**config.mk**
```make
export PLATFORM = sky130hd
export DESIGN_NAME = alu_seq
export DESIGN_NICKNAME = d
export VERILOG_FILES = /design/src/rtl/alu_seq.sv
export SDC_FILE = /design/constraint.sdc
export NUM_CORES = 1
export LEC_CHECK = 0
export ABC_AREA = 0
export CAP_MARGIN = 20
export CELL_PAD_IN_SITES_DETAIL_PLACEMENT = 0
export CELL_PAD_IN_SITES_GLOBAL_PLACEMENT = 1
export CORE_MARGIN = 10
export CORE_UTILIZATION = 45
export CTS_CLUSTER_SIZE = 20
export DETAILED_ROUTE_END_ITERATION = 12
export PLACE_DENSITY = 0.92
export SYNTH_ARGS = -nofsm -noshare
export SYNTH_HDL_FRONTEND = slang
export SYNTH_SLANG_ARGS = --single-unit
```
**constraint.sdc**
```tcl
create_clock -name CLK -period 5 [get_ports CLK]
set_clock_uncertainty 0.1 [all_clocks]
set_input_delay 0.5 -clock CLK [delete_from_list [all_inputs] [get_ports CLK]]
set_output_delay 0.5 -clock CLK [all_outputs]
set_load 0.03 [all_outputs]
```
**src/rtl/alu_seq.sv**
```systemverilog
// Multi-cycle ALU with valid/ready handshakes on both sides. Shifts run one bit per cycle.
// Build option ALU_MUL_EN: OP 111 becomes a W-cycle shift-add multiply; otherwise it passes A through.
module alu_seq #(
  parameter int W = 8
) (
  input  logic         CLK,
  input  logic         Reset,
  input  logic         in_valid,
  output logic         in_ready,
  input  logic [W-1:0] A,
  input  logic [W-1:0] B,
  input  logic [2:0]   OP,
  output logic         out_valid,
  input  logic         out_ready,
  output logic [W-1:0] out,
  output logic         Zero,
  output logic         Sign,
  output logic         Carry
);

  localparam int SHW = $clog2(W);

  localparam logic [1:0] ST_IDLE = 2'd0;
  localparam logic [1:0] ST_EXEC = 2'd1;
  localparam logic [1:0] ST_DONE = 2'd2;

  localparam logic [2:0] OP_ADD = 3'b000;
  localparam logic [2:0] OP_RSH = 3'b001;
  localparam logic [2:0] OP_LSH = 3'b010;
  localparam logic [2:0] OP_XOR = 3'b011;
  localparam logic [2:0] OP_AND = 3'b100;
  localparam logic [2:0] OP_OR  = 3'b101;
  localparam logic [2:0] OP_SUB = 3'b110;
  localparam logic [2:0] OP_MUL = 3'b111;

  localparam logic [SHW-1:0] CNT_ONE = SHW'(1);

  logic [1:0]     state_q, state_d;
  logic [W-1:0]   out_q, out_d;
  logic           carry_q, carry_d;
  logic           zero_q, sign_q;
  logic [SHW-1:0] cnt_q, cnt_d;
  logic [2:0]     op_q, op_d;

  logic [W:0]     sum, diff;
  logic [SHW-1:0] shamt;
  logic [W:0]     accept_shift, exec_shift;

  // Returns {bit shifted out, shifted value}; zero fill in both directions.
  function automatic logic [W:0] shift_one(input logic [W-1:0] v, input logic left);
    shift_one = left ? {v[W-1], v[W-2:0], 1'b0} : {v[0], 1'b0, v[W-1:1]};
  endfunction

  assign sum          = {1'b0, A} + {1'b0, B};
  assign diff         = {1'b0, A} - {1'b0, B};
  assign shamt        = B[SHW-1:0];
  assign accept_shift = shift_one(A, OP == OP_LSH);
  assign exec_shift   = shift_one(out_q, op_q == OP_LSH);

`ifdef ALU_MUL_EN
  logic [2*W-1:0] prod_q, prod_d;
  logic [2*W-1:0] mcand_q, mcand_d;
  logic [W-1:0]   mplier_q, mplier_d;
  logic [2*W-1:0] prod_sum;

  assign prod_sum = prod_q + (mplier_q[0] ? mcand_q : '0);
`endif

  // NOTE: every next-state signal takes its hold value first, so no path leaves one unassigned (no latches).
  always_comb begin
    state_d = state_q;
    out_d   = out_q;
    carry_d = carry_q;
    cnt_d   = cnt_q;
    op_d    = op_q;
`ifdef ALU_MUL_EN
    prod_d   = prod_q;
    mcand_d  = mcand_q;
    mplier_d = mplier_q;
`endif
    unique case (state_q)
      ST_IDLE: begin
        if (in_valid) begin
          op_d    = OP;
          state_d = ST_DONE;
          case (OP)
            OP_ADD: begin out_d = sum[W-1:0];  carry_d = sum[W];  end
            OP_SUB: begin out_d = diff[W-1:0]; carry_d = diff[W]; end
            OP_XOR: begin out_d = A ^ B; carry_d = 1'b0; end
            OP_AND: begin out_d = A & B; carry_d = 1'b0; end
            OP_OR:  begin out_d = A | B; carry_d = 1'b0; end
            OP_RSH, OP_LSH: begin
              if (shamt == '0) begin
                out_d   = A;
                carry_d = 1'b0;
              end else begin
                // First bit moves on the accept edge, so a count of n finishes n edges in.
                out_d   = accept_shift[W-1:0];
                carry_d = accept_shift[W];
                cnt_d   = shamt - CNT_ONE;
                if (shamt != CNT_ONE) state_d = ST_EXEC;
              end
            end
            OP_MUL: begin
`ifdef ALU_MUL_EN
              prod_d   = B[0] ? {{W{1'b0}}, A} : '0;
              mcand_d  = {{(W-1){1'b0}}, A, 1'b0};
              mplier_d = {1'b0, B[W-1:1]};
              cnt_d    = SHW'(W - 1);
              state_d  = ST_EXEC;
`else
              out_d   = A;
              carry_d = 1'b0;
`endif
            end
          endcase
        end
      end

      ST_EXEC: begin
        cnt_d = cnt_q - CNT_ONE;
        if (cnt_q == CNT_ONE) state_d = ST_DONE;
`ifdef ALU_MUL_EN
        if (op_q == OP_MUL) begin
          prod_d   = prod_sum;
          mcand_d  = {mcand_q[2*W-2:0], 1'b0};
          mplier_d = {1'b0, mplier_q[W-1:1]};
          if (cnt_q == CNT_ONE) begin
            out_d   = prod_sum[W-1:0];
            carry_d = |prod_sum[2*W-1:W];
          end
        end else begin
          out_d   = exec_shift[W-1:0];
          carry_d = exec_shift[W];
        end
`else
        out_d   = exec_shift[W-1:0];
        carry_d = exec_shift[W];
`endif
      end

      ST_DONE: begin
        if (out_ready) state_d = ST_IDLE;
      end

      default: state_d = ST_IDLE;
    endcase
  end

  // NOTE: state registers use non-blocking assignments so every flop samples pre-edge values.
  always_ff @(posedge CLK or posedge Reset) begin
    if (Reset) begin
      state_q <= ST_IDLE;
      out_q   <= '0;
      carry_q <= 1'b0;
      zero_q  <= 1'b0;
      sign_q  <= 1'b0;
      cnt_q   <= '0;
      op_q    <= OP_ADD;
    end else begin
      state_q <= state_d;
      out_q   <= out_d;
      carry_q <= carry_d;
      // Flags are registered so they read 0 out of reset even though out is 0.
      zero_q  <= ~|out_d;
      sign_q  <= out_d[W-1];
      cnt_q   <= cnt_d;
      op_q    <= op_d;
    end
  end

`ifdef ALU_MUL_EN
  always_ff @(posedge CLK or posedge Reset) begin
    if (Reset) begin
      prod_q   <= '0;
      mcand_q  <= '0;
      mplier_q <= '0;
    end else begin
      prod_q   <= prod_d;
      mcand_q  <= mcand_d;
      mplier_q <= mplier_d;
    end
  end
`endif

  assign in_ready  = (state_q == ST_IDLE) && !Reset;
  assign out_valid = (state_q == ST_DONE);
  assign out       = out_q;
  assign Zero      = zero_q;
  assign Sign      = sign_q;
  assign Carry     = carry_q;

endmodule

```
==> impl_metrics.py, run 1 <==
metrics = {
    "outcome": {
        "status": "finished, final reports clean",
    },
    "critical_path": {
        "crit_path_frequent_cell": "nor4_1",
        "start_kind": "input port",
        "slowest_stage": "o311ai_0",
        "path_max_fanout": 5,
        "max_stage_delay_ns": 0.62,
        "worst_setup_path_end_kind": "flip-flop",
        "cp.arrival_ns": 3.37,
        "crit_type": "in -> reg",
        "required_ns": 5.09,
        "crit_chain": "clkdlybuf4s50_1 > inv_1 > ha_1 > nor2_1 > o311ai_0 > nor4_1 > nor4_1 > a21oi_2 > nor3_1 > and4bb_1",
    },
    "clock_network": {
        "clock_path_buffers": 2,
        "clk_latency_ns": 0.26,
        "cts_htree_levels": 1,
        "cts_setup_buffers": 0,
        "cts_tree": "built",
        "cts_resized": 0,
        "holdBufCountCts": 0,
        "cts_made_buffers": 3,
        "ctsRootBufferMaster": "clkbuf_8",
        "clk_pin_slew_ns": 0.06,
        "cts_sinks": 18,
    },
    "global_routing": {
        "grt_max_degree": 27,
        "antenna_found_initial": 0,
        "grt_pass1_vias": 2455,
        "grt_pass1_wl_um": 12700,
        "overflow": 0,
        "gr-usage-all-layers_pct": 15.7,
    },
    "timing": {
        "worst_pin_slew_ns": 0.855,
        "fin_crit_sh_pct": 65.6,
        "setup_viol": 0,
        "grt_setup_unrepaired": "no",
        "setup_tns_ns": 0,
        "fin_hold_ws_ns": 0.381,
        "maxSlewHeadroom_pct": 42.9,
        "hold_violations": 0,
        "drv_slew": 0,
        "period_needed_ns": 3.28,
        "fmax_mhz": 305,
    },
    "detailed_routing": {
        "dr_total_vias": 2659,
        "viasPerCell": 6.21,
        "ant_nets": 0,
        "drc": 0,
        "wl_per_cell_um": 18.0,
        "wl_um": 7720,
        "drtIter0Drc": 237,
        "first_pass_iters": 5,
    },
    "logic_synthesis": {
        "synth_edf_count": 0,
        "synth_top_area_cell": "dfrtp_1",
        "yosysSeqAreaShare_pct": 17.0,
        "ys_async_sr_fraction_pct": 100,
        "synth_area_mm2": 0.00266,
        "synth_area_leaders": "dfrtp_1, ha_1, mux2i_1",
        "avgSynthCellArea_um2": 7.95,
        "syn_nets": 388,
        "synth_top_area_share_pct": 17.0,
        "synth_cell_types": 69,
        "synth_flop_cell": "dfrtp_1",
        "syn-instance-count": 334,
        "ys_warn_count": 0,
        "yosys_register_bits": 18,
    },
    "final_layout": {
        "fin_area_mm2": 0.00304,
        "syn_to_final_growth_pct": 14.6,
        "final_nets": 411,
        "drive_gt1_share_pct": 7.87,
        "diodes": 0,
    },
    "placement": {
        "port_buffers": 35,
        "globalplace.congestion": 1.01,
        "place_area_mm2": 0.00299,
        "dpl.hpwl_um": 6080,
    },
    "power_and_ir_drop": {
        "total_leakage_power_nw": 1.31,
        "ir_drop_v": 0.000261,
        "cellPowerDensity_mw_per_mm2": 346,
    },
    "floorplan": {
        "coreArea_mm2": 0.00561,
        "die_area_mm2": 0.00938,
        "die_w_um": 96.8,
        "die_y_um": 96.8,
        "initial_core_util_pct": 47.4,
        "ios": 36,
        "rows": 27,
    },
    "job": {
        "max_cap_viol_count": 0,
    },
    "min_path": {
        "hold_path.class": "reg -> reg",
    },
}
Yosys cell counts, drive strengths merged, types with 3 or more instances:
library cell / count
nand3: 7
o21ai: 26
dfrtp: 18
ha: 29
buf: 13
mux2: 3
a221oi: 7
inv: 32
nand2: 19
o221ai: 4
nor4: 5
or2: 3
nor3: 8
nor2: 17
a21oi: 26
o211a: 3
xnor2: 5
nand2b: 10
nor3b: 6
a2bb2oi: 3
nor2b: 15
a211oi: 6
nand3b: 3
mux2i: 13
clkbuf: 8
registers in the layout, indices dropped and copies added, names as in the netlist:
register  count
out           8
cnt_q         3
op_q          3
state_q       2
Carry         1
Zero          1
path summary, 6_finish.rpt:
kind | end | slack, ns | start | cells past startpoint
max | Zero | 1.72 | A[1] | 10
min | Carry | 0.38 | Carry | 2
max reg2reg | Zero | 2.65 | state_q[0] | 7
min reg2reg | Carry | 0.38 | Carry | 2
max in group asynchronous | Carry | 3.78 | Reset | 2
min in group asynchronous | op_q[2] | 0.58 | Reset | 2
through the flow:
step / utilization, % / std cells / total power [mW] / setup slack [ns]
2_1_floorplan: - / 334 / 0.725 / 2.42
3_3_place_gp: 53.3 / 424 / 0.915 / 1.54
3_5_place_dp: 53.3 / 424 / 0.928 / 1.51
4_1_cts: 54.3 / 428 / 1.05 / 1.78
5_1_grt: 54.3 / 428 / 1.13 / 1.46
6_report: 54.3 / 428 / 1.05 / 1.72
critical path: cells and delay by family:
| family | cells | cell delay, ns |
|---|---|---|
| simple gates | 5 | 0.96 |
| fa+ha+maj | 1 | 0.38 |
| compound gates | 2 | 0.74 |
| buf+inv | 2 | 0.78 |
kinds of logic after synthesis:
group,synth area share (%)
multiplexers,6.17
buffers and inverters,9.70
flip-flops,17.0
adder cells (fa/ha/maj),15.2
AO/OA/AOI/OAI,26.8
XOR/XNOR,2.59
AND/OR/NAND/NOR,22.6
power by group:
part	total (mW)	switching, mW	internal [mW]
registers	0.281	0.0681	0.213
logic	0.653	0.377	0.276
clock network	0.119	0.0485	0.0700
total	1.05	0.494	0.559
per-layer routing:
| metal | routed length [µm] | up-vias | track usage [%] | part of all wire, % |
|---|---|---|---|---|
| met5 | 0 | - | 0 | 0 |
| met4 | 215 | 0 | 6.65 | 2.8 |
| met3 | 626 | 23 | 2.63 | 8.1 |
| met2 | 3500 | 132 | 24.7 | 45 |
| met1 | 3370 | 1243 | 20.5 | 44 |
| li1 | - | 1261 | - | - |
final cells by class:
type                            count  area [µm²]
Clock buffer                        4        55.1
Fill cell                         563        2560
Inverter                           32         120
Multi-Input combinational cell    263        1950
Sequential cell                    18         450
Tap cell                           72        90.1
Timing Repair Buffer               39         380
placed cells by master, fill, tap and decap left out, types with 5 or more instances in the layout:
cell type and count:
clkdlybuf4s50_1 35, inv_1 30, ha_1 29, a21oi_1 25, o21ai_0 24, nand2_1 19
dfrtp_1 18, nor2_1 17, nor2b_1 15, mux2i_1 13, nand2b_1 10, nor3_1 7
a221oi_1 7, nand3_1 7, nor3b_1 5, a211oi_1 5, nor4_1 5
No activity file was read; power rests on OpenSTA's default activity.
==> run 2, diff against run 1 <==
--- a/config.mk
+++ b/config.mk
@@ -10,10 +10,10 @@
 export CELL_PAD_IN_SITES_DETAIL_PLACEMENT = 0
 export CELL_PAD_IN_SITES_GLOBAL_PLACEMENT = 1
 export CORE_MARGIN = 10
-export CORE_UTILIZATION = 45
+export CORE_UTILIZATION = 42
 export CTS_CLUSTER_SIZE = 20
 export DETAILED_ROUTE_END_ITERATION = 12
-export PLACE_DENSITY = 0.92
+export PLACE_DENSITY = 0.87
 export SYNTH_ARGS = -nofsm -noshare
 export SYNTH_HDL_FRONTEND = slang
 export SYNTH_SLANG_ARGS = --single-unit
==> constraint.sdc (replaced) <==
create_clock -name CLK -period 3.25 [get_ports CLK]
set_clock_uncertainty 0.1 [all_clocks]
set_input_delay 0.325 -clock CLK [delete_from_list [all_inputs] [get_ports CLK]]
set_output_delay 0.325 -clock CLK [all_outputs]
set_load 0.03 [all_outputs]
==> impl_metrics.py, run 2 (synthesis gave the netlist of run 1 again) <==
metrics = {
    "outcome": {
        "status": "finished, final reports clean",
    },
    "power_and_ir_drop": {
        "ir_drop_v": 0.000581,
        "p_clk_share_pct": 11.4,
        "internal_power_uw": 871,
        "p_sw_uw": 753,
        "pwr-share-seq_pct": 26.4,
        "cellPowerDensity_mw_per_mm2": 516,
        "power_mw": 1.62,
        "swShare_pct": 46.4,
        "comb_power_share_pct": 62.1,
        "total_leakage_power_nw": 1.36,
    },
    "critical_path": {
        "crit_chain": "clkdlybuf4s50_1 > inv_1 > ha_1 > inv_1 > fa_1 > nand2b_1 > a2bb2oi_1 > a221oi_1 > xor2_1 > a221oi_1 > o31ai_1 > and4bb_1",
        "crit_cells": 12,
        "max_stage_delay_ns": 0.49,
        "slowest_stage": "clkdlybuf4s50_1",
        "crit_family": "compound AO/OA/AOI/OAI gates",
        "worst_setup_path_end_kind": "flip-flop",
        "cp.arrival_ns": 2.99,
        "start_kind": "input port",
        "ff2ff_path_depth": 7,
        "path_max_fanout": 5,
        "crit_type": "in -> reg",
        "path_buf_inv": 3,
        "required_ns": 3.29,
    },
    "global_routing": {
        "overflow": 0,
        "grt_pass1_wl_um": 12700,
        "antenna_found_initial": 0,
        "grt_pass1_vias": 2504,
        "grt_max_degree": 26,
        "gr-usage-all-layers_pct": 15.1,
    },
    "timing": {
        "fin_ws_ns": 0.306,
        "maxSlewHeadroom_pct": 44.1,
        "setup_tns_ns": 0,
        "worst_pin_slew_ns": 0.837,
        "hold_violations": 0,
        "fmax_mhz": 340,
        "drv_slew": 0,
        "period_needed_ns": 2.94,
        "fin_crit_sh_pct": 90.6,
        "setup_viol": 0,
        "grt_setup_unrepaired": "no",
    },
    "detailed_routing": {
        "wl_met3_um": 639,
        "dr_total_vias": 2614,
        "first_pass_iters": 4,
        "wl_per_cell_um": 17.2,
        "dr_wl_met2_um": 3360,
        "drtIter0Drc": 276,
        "routedLengthMet1_um": 3360,
        "wl_um": 7590,
        "topRoutingLayerUsed": "met4",
        "viasPerCell": 5.91,
        "drc": 0,
        "ant_nets": 0,
    },
    "floorplan": {
        "initial_core_util_pct": 44.1,
        "die_area_mm2": 0.00991,
        "rows": 28,
        "die_y_um": 99.5,
        "ios": 36,
        "coreArea_mm2": 0.00603,
        "die_w_um": 99.5,
    },
    "min_path": {
        "min_delay_path_depth": 2,
        "hold_path.class": "reg -> reg",
    },
    "clock_network": {
        "holdBufCountCts": 0,
        "cts_made_buffers": 3,
        "clk_pin_slew_ns": 0.06,
        "cts_tree": "built",
        "cts_resized": 0,
        "ctsRootBufferMaster": "clkbuf_8",
        "clock_path_buffers": 2,
        "clk_latency_ns": 0.26,
        "cts_htree_levels": 1,
        "cts_setup_buffers": 0,
        "cts_sinks": 18,
    },
    "placement": {
        "port_buffers": 35,
        "globalplace.congestion": 0.969,
        "pre_cts_slack_ns": 0.0644,
        "dpl.hpwl_um": 6120,
    },
    "final_layout": {
        "final_cell_mix": "clkdlybuf4s50_1, inv_1, ha_1",
        "syn_to_final_growth_pct": 18.3,
        "largest_reg_flops": 8,
        "fillers": 605,
        "fin_util_pct": 52.2,
        "diodes": 0,
        "drive_gt1_share_pct": 10.6,
        "final_nets": 422,
        "layout_commonest_cell": "clkdlybuf4s50_1",
    },
    "job": {
        "max_cap_viol_count": 0,
    },
}
==> run 2: worst paths after layout <==
kind | start | to | slack, ns
min in group asynchronous | Reset | state_q[1] | 0.39
max in group asynchronous | Reset | Carry | 2.23
hold / removal | Carry | Carry | 0.38
setup / recovery | A[0] | Zero | 0.31
setup reg to reg | state_q[0] | Zero | 0.95
hold reg to reg | Carry | Carry | 0.38
==> run 2: area by class of cell <==
| type | count | area (µm²) | share of cell area, % |
|---|---|---|---|
| multi-input combinational | 263 | 1950 | 62.0 |
| timing repair buffer | 50 | 475 | 15.1 |
| inverter | 32 | 120 | 3.82 |
| tap | 75 | 93.8 | 2.99 |
| sequential | 18 | 450 | 14.3 |
| clock buffer | 4 | 55.1 | 1.75 |
==> run 2: power by group through the flow <==
stage | sequential, mW | combinational [mW] | clock, mW
finish | 0.429 | 1.01 | 0.186
global route | 0.449 | 1.11 | 0.197
CTS | 0.428 | 1.01 | 0.188
detailed placement | 0.431 | 1.01 | 0
global placement | 0.428 | 0.992 | 0
floorplan | 0.514 | 0.601 | 0
==> run 2: tightest hold or removal path, stage by stage (launching register included) <==
cell     delay (ns)
dfrtp_1        0.34
nand2_1        0.05
o21ai_0        0.06
==> run 2: per-layer routing <==
layer  global-route usage (%)  vias to the layer above
met4                     6.06                        0
li1                         -                     1276
met3                     2.35                       18
met1                     19.9                     1205
met2                     23.8                      115
met5                        0                        -
==> run 2: through the flow <==
| step | hold slack [ns] | cells | area (µm²) |
|---|---|---|---|
| 3_5_place_dp | 0.374 | 438 | 3090 |
| 5_1_grt | 0.418 | 442 | 3140 |
| 4_1_cts | 0.388 | 442 | 3140 |
| 6_report | 0.381 | 442 | 3140 |
| 2_1_floorplan | 0.164 | 334 | 2660 |
| 3_3_place_gp | 0.360 | 438 | 3090 |
==> run 3, diff against run 2 <==
--- a/config.mk
+++ b/config.mk
@@ -7,10 +7,8 @@
 export LEC_CHECK = 0
 export ABC_AREA = 0
 export CAP_MARGIN = 20
-export CELL_PAD_IN_SITES_DETAIL_PLACEMENT = 0
-export CELL_PAD_IN_SITES_GLOBAL_PLACEMENT = 1
 export CORE_MARGIN = 10
-export CORE_UTILIZATION = 42
+export CORE_UTILIZATION = 57
 export CTS_CLUSTER_SIZE = 20
 export DETAILED_ROUTE_END_ITERATION = 12
 export PLACE_DENSITY = 0.87
==> impl_metrics.py, run 3 (synthesis gave the netlist of run 1 again) <==
metrics = {
    "outcome": {
        "status": "finished, final reports clean",
    },
    "critical_path": {
        "crit_chain": "clkdlybuf4s50_1 > ha_1 > inv_1 > fa_1 > nand2b_1 > a2bb2oi_1 > a221oi_1 > xor2_1 > a221oi_1 > o31ai_1 > and4bb_1",
        "path_buf_inv": 2,
        "crit_type": "in -> reg",
        "slowest_stage": "clkdlybuf4s50_1",
        "crit_path_frequent_cell": "a221oi_1",
        "start_kind": "input port",
        "worst_setup_path_end_kind": "flip-flop",
        "crit_family": "compound AO/OA/AOI/OAI gates",
        "cp.arrival_ns": 3.11,
        "max_stage_delay_ns": 0.57,
        "required_ns": 3.29,
        "r2r-start": "state_q[0]",
        "cp-startpoint": "B[0]",
        "path_max_fanout": 5,
    },
    "job": {
        "max_cap_viol_count": 0,
    },
    "placement": {
        "globalplace.congestion": 0.971,
        "port_buffers": 35,
        "placedCellCount": 422,
        "pre_cts_slack_ns": -0.00603,
        "dpl.hpwl_um": 6390,
        "place_area_mm2": 0.00310,
    },
    "final_layout": {
        "largest_reg_flops": 8,
        "instances_no_fill": 426,
        "drive_gt1_share_pct": 12.3,
        "layout_commonest_cell": "clkdlybuf4s50_1",
        "final_cell_mix": "clkdlybuf4s50_1, inv_1, ha_1",
        "fin_area_mm2": 0.00315,
        "fillers": 369,
        "syn_to_final_growth_pct": 18.7,
        "final_nets": 429,
        "diodes": 0,
    },
    "timing": {
        "fin_crit_sh_pct": 94.3,
        "fin_ws_ns": 0.184,
        "setup_tns_ns": 0,
        "hold_violations": 0,
        "setup_viol": 0,
        "grt_setup_unrepaired": "no",
        "period_needed_ns": 3.07,
        "maxSlewHeadroom_pct": 46.8,
        "fmax_mhz": 326,
        "drv_slew": 0,
        "worst_pin_slew_ns": 0.797,
    },
    "floorplan": {
        "die_area_mm2": 0.00779,
        "die_w_um": 88.3,
        "rows": 24,
        "initial_core_util_pct": 59.8,
        "die_y_um": 88.3,
        "coreArea_mm2": 0.00444,
        "ios": 36,
    },
    "global_routing": {
        "antenna_found_initial": 0,
        "overflow": 0,
        "grt_max_degree": 19,
        "grt_pass1_wl_um": 12900,
        "grt_pass1_vias": 2670,
        "gr-usage-all-layers_pct": 20.3,
    },
    "clock_network": {
        "cts_sinks": 18,
        "cts_made_buffers": 3,
        "clock_path_buffers": 2,
        "ctsRootBufferMaster": "clkbuf_8",
        "cts_resized": 0,
        "clk_latency_ns": 0.26,
        "cts_tree": "built",
        "cts_setup_buffers": 0,
        "cts_htree_levels": 1,
        "holdBufCountCts": 0,
        "clk_pin_slew_ns": 0.07,
    },
    "detailed_routing": {
        "viasPerCell": 6.51,
        "first_pass_iters": 7,
        "drc": 0,
        "dr_total_vias": 2775,
        "drtIter0Drc": 397,
        "ant_nets": 0,
        "wl_um": 8030,
        "wl_per_cell_um": 18.8,
    },
    "power_and_ir_drop": {
        "total_leakage_power_nw": 1.39,
        "ir_drop_v": 0.000272,
        "cellPowerDensity_mw_per_mm2": 523,
    },
    "min_path": {
        "hold_path.class": "in -> async",
    },
}
[run 3: cell count changes in the layout (fill, tap and decap cells not counted), sizes merged]
cell / previous run / this run
buf: 15 / 22
[run 3: final cells by class]
type | instances | area, µm² | share of cell area [%]
repair buffers | 57 | 515 | 16.3
flip-flops and latches | 18 | 450 | 14.3
clock buffers | 4 | 55.1 | 1.75
inverters | 32 | 120 | 3.81
well taps | 52 | 65.1 | 2.06
multi-input cells | 263 | 1950 | 61.8
[run 3: where the power goes]
group	internal, mW	switching, mW
combinational	0.443	0.594
sequential	0.328	0.102
clock	0.108	0.0738
total	0.878	0.770
[run 3: worst paths after layout]
check,end,slack (ns),cells past startpoint
worst max-delay path,Zero,0.18,11
worst min-delay path,out[2],0.38,2
worst max register to register,Zero,0.85,7
worst min register to register,Carry,0.39,2
max in group asynchronous,op_q[0],2.25,2
min in group CLK,Carry,0.39,2
[run 3: stage by stage]
stage          hold slack (ns)  total power [mW]  utilization, %
2_1_floorplan            0.164              1.12               -
3_3_place_gp             0.364              1.42            69.7
3_5_place_dp             0.388              1.45            69.7
4_1_cts                  0.401              1.64            71.0
5_1_grt                  0.427              1.75            71.0
6_report                 0.379              1.65            71.0
[run 3: routing by layer]
metal	share of wire [%]	routed length, µm	vias to the layer above	global-route usage, %
met5	0	0	-	0
met4	2.7	215	0	8.52
met3	9.4	758	18	1.65
met2	46	3690	178	34.0
met1	42	3360	1284	26.1
li1	-	-	1295	-
[run 3: worst reg2reg max path, cell delays in order (launching register included)]
cell,delay [ns]
dfrtp_1,0.50
o21bai_1,0.70
nand2_1,0.10
o21ai_0,0.23
nor4_1,0.15
a21oi_2,0.23
nor3_1,0.08
and4bb_1,0.20
